<file path="src/rtl/ctrl_pipe.sv">
`default_nettype none
// ============================================================================
//  Module   : ctrl_pipe
//  Purpose  : ID-stage decoder with registered ID/EX control bundle, load-use
//             hazard detection, multi-cycle divide hold, stall and flush.
//  Revision : 1.0 - initial release
// ============================================================================
module ctrl_pipe #(
  parameter int ENABLE_M   = 1,
  parameter int DIV_CYCLES = 32
) (
  input  logic        clk,
  input  logic        rst_n,
  input  logic        instr_valid,
  input  logic [31:0] instr,
  input  logic        stall_in,
  input  logic        flush,
  output logic        id_ready,
  output logic        ex_valid,
  output logic        ex_regwrt,
  output logic        ex_memwrt,
  output logic        ex_jmp,
  output logic        ex_brnch,
  output logic        ex_aluSrc,
  output logic [1:0]  ex_rsltSrc,
  output logic [1:0]  ex_ujMux,
  output logic [2:0]  ex_immSrc,
  output logic [3:0]  ex_aluCtrl,
  output logic        ex_mdu,
  output logic [2:0]  ex_funct3,
  output logic [4:0]  ex_rd,
  output logic [4:0]  ex_rs1,
  output logic [4:0]  ex_rs2,
  output logic        ex_illegal,
  output logic        ex_busy
);

  localparam int              CW         = (DIV_CYCLES > 1) ? $clog2(DIV_CYCLES) : 1;
  localparam logic [CW-1:0]   C_DIV_LOAD = CW'(DIV_CYCLES - 1);
  localparam logic [CW-1:0]   C_ONE      = CW'(1);

  localparam logic [6:0] C_OP_LOAD   = 7'b0000011;
  localparam logic [6:0] C_OP_OPIMM  = 7'b0010011;
  localparam logic [6:0] C_OP_AUIPC  = 7'b0010111;
  localparam logic [6:0] C_OP_STORE  = 7'b0100011;
  localparam logic [6:0] C_OP_OP     = 7'b0110011;
  localparam logic [6:0] C_OP_LUI    = 7'b0110111;
  localparam logic [6:0] C_OP_BRANCH = 7'b1100011;
  localparam logic [6:0] C_OP_JALR   = 7'b1100111;
  localparam logic [6:0] C_OP_JAL    = 7'b1101111;

  localparam logic [3:0] C_ALU_ADD  = 4'b0000;
  localparam logic [3:0] C_ALU_SUB  = 4'b0001;
  localparam logic [3:0] C_ALU_AND  = 4'b0010;
  localparam logic [3:0] C_ALU_OR   = 4'b0011;
  localparam logic [3:0] C_ALU_XOR  = 4'b0100;
  localparam logic [3:0] C_ALU_SLL  = 4'b0101;
  localparam logic [3:0] C_ALU_SRL  = 4'b0110;
  localparam logic [3:0] C_ALU_SLT  = 4'b0111;
  localparam logic [3:0] C_ALU_SRA  = 4'b1000;
  localparam logic [3:0] C_ALU_SLTU = 4'b1001;

  typedef struct packed {
    logic       valid;
    logic       regwrt;
    logic       memwrt;
    logic       jmp;
    logic       brnch;
    logic       aluSrc;
    logic [1:0] rsltSrc;
    logic [1:0] ujMux;
    logic [2:0] immSrc;
    logic [3:0] aluCtrl;
    logic       mdu;
    logic [2:0] funct3;
    logic [4:0] rd;
    logic [4:0] rs1;
    logic [4:0] rs2;
    logic       illegal;
  } ex_bundle_t;

  logic [6:0]    w_opcode;
  logic [2:0]    w_funct3;
  logic [6:0]    w_funct7;
  logic [3:0]    w_alu_f3;
  logic          w_rs1_used;
  logic          w_rs2_used;
  logic          w_load_use;
  logic          w_busy;
  ex_bundle_t    w_dec;
  ex_bundle_t    ex_q, ex_d;
  logic [CW-1:0] cnt_q, cnt_d;

  assign w_opcode = instr[6:0];
  assign w_funct3 = instr[14:12];
  assign w_funct7 = instr[31:25];

  // ALU operation implied by funct3 for OP-IMM and R-type; bit 30 picks SRA
  always_comb begin
    w_alu_f3 = C_ALU_ADD;
    case (w_funct3)
      3'b000: w_alu_f3 = C_ALU_ADD;
      3'b001: w_alu_f3 = C_ALU_SLL;
      3'b010: w_alu_f3 = C_ALU_SLT;
      3'b011: w_alu_f3 = C_ALU_SLTU;
      3'b100: w_alu_f3 = C_ALU_XOR;
      3'b101: w_alu_f3 = instr[30] ? C_ALU_SRA : C_ALU_SRL;
      3'b110: w_alu_f3 = C_ALU_OR;
      default: w_alu_f3 = C_ALU_AND;
    endcase
  end

  // Main decoder: unknown opcodes and disabled M ops become illegal with no controls
  always_comb begin
    w_dec        = '0;
    w_dec.valid  = 1'b1;
    w_dec.funct3 = w_funct3;
    w_dec.rd     = instr[11:7];
    w_dec.rs1    = instr[19:15];
    w_dec.rs2    = instr[24:20];
    case (w_opcode)
      C_OP_LOAD: begin
        w_dec.regwrt  = 1'b1;
        w_dec.aluSrc  = 1'b1;
        w_dec.rsltSrc = 2'b01;
      end
      C_OP_OPIMM: begin
        w_dec.regwrt  = 1'b1;
        w_dec.aluSrc  = 1'b1;
        w_dec.aluCtrl = w_alu_f3;
      end
      C_OP_OP: begin
        if (w_funct7 == 7'b0000001) begin
          if (ENABLE_M != 0) begin
            w_dec.mdu    = 1'b1;
            w_dec.regwrt = 1'b1;
          end else begin
            w_dec.illegal = 1'b1;
          end
        end else begin
          w_dec.regwrt  = 1'b1;
          w_dec.aluCtrl = ((w_funct3 == 3'b000) && instr[30]) ? C_ALU_SUB : w_alu_f3;
        end
      end
      C_OP_STORE: begin
        w_dec.memwrt = 1'b1;
        w_dec.immSrc = 3'b001;
        w_dec.aluSrc = 1'b1;
      end
      C_OP_BRANCH: begin
        w_dec.brnch  = 1'b1;
        w_dec.immSrc = 3'b010;
        case (w_funct3[2:1])
          2'b00:   w_dec.aluCtrl = C_ALU_SUB;
          2'b10:   w_dec.aluCtrl = C_ALU_SLT;
          2'b11:   w_dec.aluCtrl = C_ALU_SLTU;
          default: w_dec.aluCtrl = C_ALU_ADD;
        endcase
      end
      C_OP_LUI: begin
        w_dec.regwrt  = 1'b1;
        w_dec.immSrc  = 3'b100;
        w_dec.rsltSrc = 2'b11;
      end
      C_OP_AUIPC: begin
        w_dec.regwrt  = 1'b1;
        w_dec.immSrc  = 3'b100;
        w_dec.rsltSrc = 2'b11;
        w_dec.ujMux   = 2'b01;
      end
      C_OP_JAL: begin
        w_dec.regwrt  = 1'b1;
        w_dec.jmp     = 1'b1;
        w_dec.immSrc  = 3'b011;
        w_dec.rsltSrc = 2'b10;
        w_dec.ujMux   = 2'b01;
      end
      C_OP_JALR: begin
        w_dec.regwrt  = 1'b1;
        w_dec.jmp     = 1'b1;
        w_dec.rsltSrc = 2'b10;
        w_dec.ujMux   = 2'b10;
      end
      default: w_dec.illegal = 1'b1;
    endcase
  end

  // A load is the only instruction that registers rsltSrc=01, so it identifies a load in EX
  assign w_rs1_used = (w_opcode != C_OP_LUI) && (w_opcode != C_OP_AUIPC) && (w_opcode != C_OP_JAL);
  assign w_rs2_used = (w_opcode == C_OP_OP) || (w_opcode == C_OP_STORE) || (w_opcode == C_OP_BRANCH);
  assign w_load_use = instr_valid && ex_q.valid && (ex_q.rsltSrc == 2'b01) && (ex_q.rd != 5'd0) &&
                      ((w_rs1_used && (instr[19:15] == ex_q.rd)) ||
                       (w_rs2_used && (instr[24:20] == ex_q.rd)));
  assign w_busy     = ex_q.valid && ex_q.mdu && ex_q.funct3[2] && (cnt_q != '0);
  assign id_ready   = !stall_in && !w_busy && !w_load_use;

  // Next EX contents: stall holds all, divide hold counts down, else bubble or new bundle
  always_comb begin
    ex_d  = ex_q;
    cnt_d = cnt_q;
    if (!stall_in) begin
      if (w_busy) begin
        cnt_d = cnt_q - C_ONE;
      end else if (flush || w_load_use || !instr_valid) begin
        ex_d  = '0;
        cnt_d = '0;
      end else begin
        ex_d  = w_dec;
        cnt_d = (w_dec.mdu && w_dec.funct3[2]) ? C_DIV_LOAD : '0;
      end
    end
  end

  // ID/EX register and divide counter, cleared asynchronously
  always_ff @(posedge clk or negedge rst_n) begin
    if (!rst_n) begin
      ex_q  <= '0;
      cnt_q <= '0;
    end else begin
      ex_q  <= ex_d;
      cnt_q <= cnt_d;
    end
  end

  assign ex_valid   = ex_q.valid;
  assign ex_regwrt  = ex_q.regwrt;
  assign ex_memwrt  = ex_q.memwrt;
  assign ex_jmp     = ex_q.jmp;
  assign ex_brnch   = ex_q.brnch;
  assign ex_aluSrc  = ex_q.aluSrc;
  assign ex_rsltSrc = ex_q.rsltSrc;
  assign ex_ujMux   = ex_q.ujMux;
  assign ex_immSrc  = ex_q.immSrc;
  assign ex_aluCtrl = ex_q.aluCtrl;
  assign ex_mdu     = ex_q.mdu;
  assign ex_funct3  = ex_q.funct3;
  assign ex_rd      = ex_q.rd;
  assign ex_rs1     = ex_q.rs1;
  assign ex_rs2     = ex_q.rs2;
  assign ex_illegal = ex_q.illegal;
  assign ex_busy    = w_busy;

endmodule
`default_nettype wire
</file>
<file path="config.mk">
export PLATFORM = sky130hd
export DESIGN_NAME = ctrl_pipe
export DESIGN_NICKNAME = d
export VERILOG_FILES = /design/src/rtl/ctrl_pipe.sv
export SDC_FILE = /design/constraint.sdc
export NUM_CORES = 1
export LEC_CHECK = 0
export ABC_CLOCK_PERIOD_IN_PS = 6400
export BUFFER_PORTS_ARGS = -buffer_cell sky130_fd_sc_hd__buf_2
export CAP_MARGIN = 15
export CORE_MARGIN = 2
export CORE_UTILIZATION = 53
export CTS_BUF_LIST = sky130_fd_sc_hd__clkbuf_16
export CTS_CLUSTER_DIAMETER = 200
export CTS_CLUSTER_SIZE = 40
export DETAILED_ROUTE_END_ITERATION = 12
export PLACE_DENSITY_LB_ADDON = 0.12
export SYNTH_ARGS = -nofsm -noshare
export SYNTH_HDL_FRONTEND = slang
export SYNTH_SLANG_ARGS = --single-unit
</file>
<file path="constraint.sdc">
create_clock -name clk -period 6.4 [get_ports clk]
set_input_delay 1.28 -clock clk [delete_from_list [all_inputs] [get_ports clk]]
set_output_delay 1.28 -clock clk [all_outputs]
set_load 0.01 [all_outputs]
</file>
=== Word-level counts from Yosys, hierarchy flattened ===
Index checks and enable logic that the tools add are counted.

* Multiply operators: 0
* Add/sub/neg operators: 1
* Divide/modulo/power cells: 0
* Shift operators: 0
* Bitwise gates (word level): 2
* Order comparisons: 0
* Muxes and demuxes: 21
* Equality and inequality tests: 24
* Reductions and logical operators: 35

{| class="wikitable"
|+ Operators by type and width
! cell !! count
|-
| $mux W37 || 1
|-
| $pmux W4 S7 || 1
|-
| $pmux W4 S3 || 2
|-
| $eq A7 B6 Y1 const B || 3
|-
| $eq A7 B7 Y1 const B || 3
|-
| $logic_and A1 B1 Y1 || 15
|-
| $mux W5 || 3
|-
| $eq A7 B5 Y1 const B || 2
|-
| $mux W4 || 3
|-
| $pmux W3 S4 || 1
|-
| $eq A5 B5 Y1 || 2
|-
| $reduce_bool A5 Y1 || 2
|-
| $eq A3 B3 Y1 const B || 3
|-
| $reduce_or A9 Y1 || 1
|-
| $mux W1 || 8
|-
| $eq A7 B1 Y1 const B || 1
|-
| $eq A7 B2 Y1 const B || 1
|-
| $ne A7 B5 Y1 const B || 1
|-
| $ne A7 B6 Y1 const B || 1
|-
| $ne A7 B7 Y1 const B || 1
|-
| $reduce_or A7 Y1 || 1
|-
| $eq A3 B2 Y1 const B || 2
|-
| $pmux W2 S3 || 1
|-
| $reduce_or A2 Y1 || 3
|-
| 12 further kinds || 21
|}

* Logic and storage cells: 100
* Latch bits: 0
* Flip-flop bits (word level): 42
* Bits in read-only memories: 0
* Memories: 0
* Input bits: 37
* Bits in writable memories: 0

=== Logic depth before layout (Yosys ltp) ===
Gate-level depths: netlist (run 1).

* Depth after elaboration: 10
* Gate-level depth with buffers: 10
* Depth with buffers taken out: 8

=== Worst setup path before layout (run 1) ===
No wires, ideal clock.

* Path type: input to output
* From: input port instr[6]
* To: output port id_ready
* Stages: 5
* Arrival: 2.547 ns
* Path slack: 2.573 ns
* Data required time: 5.120 ns
* Cells stage by stage: buf_2 nor2b_1 a311o_1 or4b_4 and3b_1

* Cells in the longest elaborated chain, start to end: 8

{| class="wikitable"
|+ Ends and longest elaborated chain
! element !! line !! source
|-
| start: declaration || 15 || <nowiki>input logic [31:0] instr,</nowiki>
|-
| $ne A7 B6 Y1 (tied with other cells) || 189 || <nowiki>assign w_rs1_used = (w_opcode != C_OP_LUI) && (w_opcode != C_OP_AUIPC) && (w_opcode != C_OP_JAL);</nowiki>
|-
| $logic_and A1 B1 Y1 or $logic_or A1 B1 Y1 (tied branches) (2 in series) || 189, 190 ||
|-
| $logic_and A1 B1 Y1, on equally long branches || 192, 193 ||
|-
| $logic_or A1 B1 Y1 * || 192 || <nowiki>((w_rs1_used && (instr[19:15] == ex_q.rd)) ||</nowiki>
|-
| $logic_and A1 B1 Y1 * || 191 || <nowiki>assign w_load_use = instr_valid && ex_q.valid && (ex_q.rsltSrc == 2'b01) && (ex_q.rd != 5'd0) &&</nowiki>
|-
| $logic_not A1 Y1 * || 195 || <nowiki>assign id_ready = !stall_in && !w_busy && !w_load_use;</nowiki>
|-
| $logic_and A1 B1 Y1 * || 195 ||
|-
| end: declaration || 18 || <nowiki>output logic id_ready,</nowiki>
|}

Every way passes the cells marked *; elsewhere a longest branch is shown, timed or not.

=== Final worst setup path (run 1) ===
* From: input port instr[3]
* To: output port id_ready

Same word-level chain as after synthesis.

==> results of run 1 <==
[power by group through the flow]
stage               Combinational, mW  Sequential, mW  Clock [mW]
finish                         0.0726           0.281       0.237
global route                   0.0802           0.282       0.254
CTS                            0.0726           0.281       0.241
detailed placement             0.0723           0.286           0
global placement               0.0708           0.285           0
floorplan                      0.0344           0.288           0
[worst max-delay path by stage]
stage | startpoint | to | slack, ns | cells past startpoint
6_report | instr[3] | id_ready | 2.29 | 6
5_1_grt | instr[3] | id_ready | 2.22 | 6
4_1_cts | instr[3] | id_ready | 2.30 | 6
3_5_place_dp | instr[3] | id_ready | 2.30 | 6
3_3_place_gp | instr[3] | id_ready | 2.32 | 6
2_1_floorplan | instr[6] | id_ready | 2.57 | 5
[per-stage QoR]
stage               hold slack, ns  instance area (sq um)  setup slack [ns]  std cells
floorplan                   0.4720                   2127             2.573        212
global placement            0.4678                   2504             2.321        326
detailed placement          0.4689                   2504             2.297        326
CTS                         0.4866                   2641             2.297        334
global route                0.5092                   2641             2.221        334
finish                      0.4870                   2641             2.287        334
[worst max-delay path: cells and delay by family]
kind / cells / cell delay [ns]
AOI/OAI and AO/OA: 1 / 0.35
buffers and inverters: 2 / 0.25
and+or+nand+nor: 3 / 0.94
[cell type report]
class                   count  area [sq um]
clock buffers               5         125.1
well taps                  50         62.56
flip-flops and latches     42          1051
clock inverters             3         12.51
repair buffers             76         382.9
inverters                   5         18.77
multi-input cells         153         988.4
fillers                   320          1301
[per-layer routing]
metal / share of wire, % / global-route usage [%]
met5: 0 / 0
met4: 1.0 / 8.418
met3: 6.3 / 6.667
met2: 48 / 39.60
met1: 45 / 33.83
[sequential cells by signal, summed over array words and instances, names as in the netlist, 2 cells and up]
name        cells
cnt_q           5
ex_rd           5
ex_rs1          5
ex_rs2          5
ex_aluCtrl      4
ex_funct3       3
ex_immSrc       3
ex_rsltSrc      2
ex_ujMux        2
[kinds of logic (layout without fill, tap and decap cells)]
group           count (synthesis)  count (layout)
simple gates                   84              84
compound gates                 58              58
flops                          42              42
buf+inv                        17              89
xor+xnor                       10              10
fa+ha+maj                       1               1
[synthesized netlist by cell type (2+ instances only)]
cell type	count
nand2_1	25
a311o_1	2
or4_1	2
nor3b_1	2
a31oi_1	3
and4b_1	2
nand3_1	9
xor2_1	2
o21ai_0	16
nand3b_1	2
a21oi_1	6
nor2b_1	7
nand4b_1	2
clkbuf_1	6
dfrtp_1	42
xnor2_1	8
nor2_1	12
buf_6	3
nand2b_1	4
buf_1	2
nand4_1	3
a22o_1	25
and3b_1	3
nor3_1	3
inv_1	5
==> run_results.csv, run 1 <==
group,metric,value,unit
die,core_region_area,3943,sq um
clock_tree,postCtsSetupBuffers,0,
power_and_ir_drop,p_switching,0.1447,mW
power_and_ir_drop,leakage,1.376,nW
yosys,synth_edf_count,0,
worst_setup_path,arrival,2.83,ns
final_layout,fin_util,66.99,%
worst_setup_path,endpoint_kind,"output pin",
final_layout,layout_common_cells,"75 x buf_2, 42 x dfrtp_1, 25 x nand2_1, 25 x a22o_1, 16 x o21ai_0",
routing,num_vias,1945,
yosys,yosys_warnings,0,
placed_design,port_buffers,75,
routing,detail-route-antenna-nets,0,
worst_setup_path,worstSetupStartpointType,"input port",
sta,fmax,243.2,MHz
global_route,first_global_vias,1825,
routing,viasPerCell,5.823,
worst_setup_path,r2r-start,"cnt_q[0]",
global_route,antenna_found_initial,0,
yosys,yosysTopAreaCell,"dfrtp_1",
hold_path,hold_depth,2,
final_layout,final_common_cell,"buf_2",
routing,drt-pass1-iter-count,4,
global_route,grt_usage,25.19,%
sta,worst_pin_slew,1.007,ns
global_route,overflow,0,
die,start_util,53.95,%
yosys,synth_xor_area_share,4.118,%
worst_setup_path,r2r_setup_slack,3.58,ns
final_layout,drive_gt1_share,29.93,%
yosys,synthFlopType,"dfrtp_1",
clock_tree,clock_latency,0.28,ns
yosys,synth_top_area_share,49.41,%
yosys,synth.distinct_cells,41,
clock_tree,ctsHtreeMaxLevel,2,
power_and_ir_drop,p_sw_share,24.51,%
sta,slew_headroom,32.84,%
power_and_ir_drop,p_per_area,223.5,nW/um^2
clock_tree,cts_buffers,5,
hold_path,worstHoldEndpoint,"ex_jmp",
clock_tree,cts_sinks,42,
worst_setup_path,crit_required,5.12,ns
run,drv_cap,0,
yosys,yosys-top-cells-area,"dfrtp_1 49%, a22o_1 10%, nand2_1 4.4%, o21ai_0 3.8%, xnor2_1 3.3%",
routing,wl_per_cell,16.00,microns
yosys,ys_seq_elements,42,
worst_setup_path,cp_cell_sequence,"buf_2 > and3b_1 > a311o_1 > or4b_4 > and3b_1 > buf_2",
yosys,synth_compound_area_share,19.71,%
routing,drtIter0Drc,166,
sta,setup_tns,0,ns
final_layout,antenna_cells,0,
worst_setup_path,crit-reg2reg-capture,"ex_aluSrc",
placed_design,gp_congestion,0.8548,
sta,fin_crit_sh,64.26,%
sta,skew,0.001754,ns
global_route,grt_pass1_wl,8528,microns
clock_tree,cts_resized,0,
power_and_ir_drop,finalPower,0.5904,mW
clock_tree,holdBufCountCts,0,
die,fp-row-count,23,
die,fp.dieH,67.35,microns
clock_tree,cts_root_buffer,"clkbuf_16",
final_layout,syn_to_final_growth,24.18,%
worst_setup_path,crit_fanout,5,
global_route,grt_max_degree,43,
clock_tree,cts_tree,"done",
routing,wirelength,5344,microns
clock_tree,cts.path.max_buffers,2,
power_and_ir_drop,combinationalPowerShare,12.3,%
status,status,"finished clean",
hold_path,hp-start,"ex_jmp",
yosys,synthAdderAreaFrac,0.5882,%
sta,hold_violations,0,
final_layout,layout.nets,321,
power_and_ir_drop,p_clk_share,40.1,%
yosys,async_flop_share,100.0,%
yosys,synth-simple-area-share,22.06,%
worst_setup_path,reg2reg_depth,8,
sta,setup_viol,0,
sta,final_max_slew_viol_count,0,
power_and_ir_drop,p_seq_share,47.6,%
yosys,syn-num-nets,250,
die,die-area,4536,sq um
yosys,avgSynthCellArea,10.03,sq um
worst_setup_path,cpPeakStageDelay,0.55,ns
yosys,syn_inst,212,
routing,drc,0,
die,die_x,67.35,microns
hold_path,hp-class,"register to register",
worst_setup_path,slowest_stage,"or4b_4",
placed_design,place_hpwl,3838,microns
power_and_ir_drop,peakVddDrop,0.1619,mV
die,io_pins,76,
power_and_ir_drop,p_int,0.4457,mW
sta,rsz0062_at_grt,"false",
clock_tree,clk_pin_slew,0.06,ns
worst_setup_path,path_class,"input port to output pin",
yosys,synthMuxAreaShare,0,%
yosys,ys_seq_area_share,49.41,%
yosys,synth_top_family_by_area,"simple AND/OR/NAND/NOR gates",
sta,period_minus_slack,4.113,ns
yosys,synth_area,2127,sq um
No activity file was read; power rests on OpenSTA's default activity.
==> run 2, diff against run 1 <==
--- a/config.mk
+++ b/config.mk
@@ -5,11 +5,12 @@
 export SDC_FILE = /design/constraint.sdc
 export NUM_CORES = 1
 export LEC_CHECK = 0
-export ABC_CLOCK_PERIOD_IN_PS = 6400
+export ABC_AREA = 1
+export ABC_CLOCK_PERIOD_IN_PS = 3350
 export BUFFER_PORTS_ARGS = -buffer_cell sky130_fd_sc_hd__buf_2
 export CAP_MARGIN = 15
 export CORE_MARGIN = 2
-export CORE_UTILIZATION = 53
+export CORE_UTILIZATION = 46
 export CTS_BUF_LIST = sky130_fd_sc_hd__clkbuf_16
 export CTS_CLUSTER_DIAMETER = 200
 export CTS_CLUSTER_SIZE = 40
==> constraint.sdc (replaced) <==
create_clock -name clk -period 3.35 [get_ports clk]
set_input_delay 0.67 -clock clk [delete_from_list [all_inputs] [get_ports clk]]
set_output_delay 0.67 -clock clk [all_outputs]
set_load 0.01 [all_outputs]
==> run 2 against run 1 <==
Non-clock buffer count is the same. Combinational power grew 120%. Sequential cell count is the same. Routed wire length grew 1.0%. Design area grew 11%. Die area grew 27%. Setup slack lost 1.4 ns. Utilization shrank 8.9 points. Clock power grew 88%. Total power grew 94%.
==> run_results.csv, run 2 <==
group,metric,value,unit
hold_path,hold_depth,2,
die,core_region_area,5042,sq um
die,die_x,75.95,microns
final_layout,fin_util,58.09,%
worst_setup_path,reg2reg_depth,8,
worst_setup_path,crit_required,2.68,ns
yosys,synth_edf_count,0,
yosys,yosysMostFrequentCell,"nand2_1",
worst_setup_path,endpoint_kind,"output pin",
sta,skew,0.004510,ns
sta,hold_violations,0,
clock_tree,cts_root_buffer,"clkbuf_16",
global_route,grt_max_degree,43,
yosys,yosys_warnings,0,
die,die-area,5768,sq um
die,io_pins,76,
power_and_ir_drop,p_int,0.8527,mW
routing,drc,0,
yosys,ys_seq_area_share,44.14,%
final_layout,drive_gt1_share,32.88,%
worst_setup_path,worstSetupStartpointType,"register",
sta,worst_pin_slew,0.9325,ns
clock_tree,holdBufCountCts,0,
yosys,yosysTopAreaCell,"dfrtp_1",
worst_setup_path,r2r-start,"cnt_q[0]",
worst_setup_path,critPathTopFamily,"simple AND/OR/NAND/NOR gates",
global_route,grt_usage,19.59,%
clock_tree,cts_buffers,5,
power_and_ir_drop,peakVddDrop,0.2349,mV
sta,final_max_slew_viol_count,0,
routing,wl_per_cell,12.24,microns
clock_tree,clk_pin_slew,0.05,ns
yosys,syn-num-nets,333,
clock_tree,cts.path.max_buffers,2,
clock_tree,ctsHtreeMaxLevel,2,
global_route,grt_pass1_wl,9156,microns
yosys,avgSynthCellArea,8.071,sq um
yosys,synth_top_area_share,44.14,%
sta,setup_viol,0,
yosys,yosys-top-cells-area,"dfrtp_1 44%, nand2_1 12%, o21ai_2 11%, inv_1 6.9%, nor2_1 3.9%",
final_layout,antenna_cells,0,
power_and_ir_drop,p_clk_share,38.9,%
worst_setup_path,slowest_stage,"dfrtp_1",
yosys,synth_area,2381,sq um
power_and_ir_drop,p_sw_share,25.61,%
worst_setup_path,cp_cell_sequence,"inv_1 > ha_1 > nand2_1 > nor2_2 > a21oi_4 > nor2_4 > inv_2 > a21oi_1 > buf_2",
power_and_ir_drop,combinationalPowerShare,14.0,%
final_layout,syn_to_final_growth,23.02,%
hold_path,worstHoldEndpoint,"ex_memwrt",
routing,num_vias,2124,
worst_setup_path,crit-reg2reg-capture,"ex_rs1[2]",
hold_path,hp-class,"register to register",
die,start_util,47.22,%
yosys,syn_inst,295,
worst_setup_path,path_class,"register to output pin",
placed_design,gp_congestion,0.9040,
final_layout,layout_common_cells,"75 x buf_2, 73 x nand2_1, 46 x inv_1, 42 x dfrtp_1, 29 x o21ai_2",
hold_path,hp-start,"ex_memwrt",
yosys,async_flop_share,100.0,%
worst_setup_path,cpPeakStageDelay,0.39,ns
placed_design,port_buffers,75,
clock_tree,clock_latency,0.28,ns
global_route,antenna_found_initial,0,
placed_design,place_hpwl,3943,microns
sta,fmax,405.4,MHz
global_route,first_global_vias,1923,
worst_setup_path,r2r_setup_slack,1.33,ns
clock_tree,cts_sinks,42,
die,fp-row-count,26,
yosys,synth.distinct_cells,30,
clock_tree,cts_resized,0,
clock_tree,cts_tree,"done",
routing,wirelength,5398,microns
power_and_ir_drop,p_switching,0.2936,mW
global_route,overflow,0,
die,fp.dieH,75.95,microns
worst_setup_path,worst-path-buf-inv,3,
routing,viasPerCell,4.816,
sta,slew_headroom,37.84,%
run,drv_cap,0,
yosys,ys_seq_elements,42,
power_and_ir_drop,p_seq_share,47.1,%
power_and_ir_drop,leakage,1.643,nW
sta,fin_crit_sh,73.64,%
worst_setup_path,crit_fanout,7,
power_and_ir_drop,p_per_area,391.3,nW/um^2
yosys,synthFlopType,"dfrtp_1",
worst_setup_path,arrival,1.80,ns
sta,rsz0062_at_grt,"false",
final_layout,final_common_cell,"buf_2",
final_layout,layout.nets,409,
yosys,synthTopCellsByCount,"73 x nand2_1, 44 x inv_1, 42 x dfrtp_1",
routing,detail-route-antenna-nets,0,
status,status,"finished clean",
sta,setup_tns,0,ns
routing,drtIter0Drc,89,
sta,period_minus_slack,2.467,ns
clock_tree,postCtsSetupBuffers,0,
routing,drt-pass1-iter-count,5,
run 2: cells by family (layout without fill, tap and decap cells):
family	after synthesis	count (layout)	synth area share (%)
adder cells (fa/ha/maj)	1	1	0.5254
XOR/XNOR	9	9	3.310
flip-flops	42	42	44.14
AND/OR/NAND/NOR	133	133	25.12
AO/OA/AOI/OAI	57	57	17.34
buffers and inverters	53	129	9.564
run 2: per-layer routing:
layer	vias up	GRT usage [%]	wire length (microns)
met5	-	0	0
met4	0	4.364	37
met3	4	3.929	267
met2	57	29.46	2456
met1	978	29.38	2637
li1	1085	-	-
run 2: per-stage QoR:
| stage | setup slack [ns] | instance area (sq um) | total power [mW] | std cells | hold slack [ns] |
|---|---|---|---|---|---|
| after CTS | 0.8800 | 2929 | 1.156 | 441 | 0.4769 |
| after floorplan | 1.185 | 2381 | 0.6420 | 295 | 0.3744 |
| after detailed placement | 0.9112 | 2796 | 0.7111 | 434 | 0.4614 |
| after global placement | 0.8890 | 2796 | 0.7085 | 434 | 0.4623 |
| final | 0.8831 | 2929 | 1.146 | 441 | 0.4733 |
| after global routing | 0.7448 | 2929 | 1.201 | 441 | 0.4927 |
run 2: power groups by stage:
stage	Combinational [mW]	Clock, mW	Sequential, mW
finish	0.160	0.446	0.540
global route	0.182	0.476	0.543
CTS	0.162	0.453	0.540
detailed placement	0.162	0	0.549
global placement	0.160	0	0.549
floorplan	0.0875	0	0.555
run 2: worst min-delay path, stage by stage (launching register included):
cell and delay, ns:
dfrtp_1 0.34, nand2_1 0.05, nand2_1 0.05
run 2: layout make-up:
type,count,area (sq um)
well taps,70,87.58
repair buffers,76,382.9
inverters,46,172.7
clock inverters,2,7.507
multi-input cells,200,1102
flip-flops and latches,42,1051
fillers,497,2113
clock buffers,5,125.1
run 2: how the worst max path moves through the flow:
stage / end / slack, ns / start / depth (start not counted)
6_report: id_ready / 0.88 / cnt_q[0] / 9
5_1_grt: id_ready / 0.74 / cnt_q[0] / 9
4_1_cts: id_ready / 0.88 / cnt_q[0] / 9
3_5_place_dp: id_ready / 0.91 / instr[2] / 8
3_3_place_gp: id_ready / 0.89 / instr[2] / 8
2_1_floorplan: id_ready / 1.18 / cnt_q[0] / 9
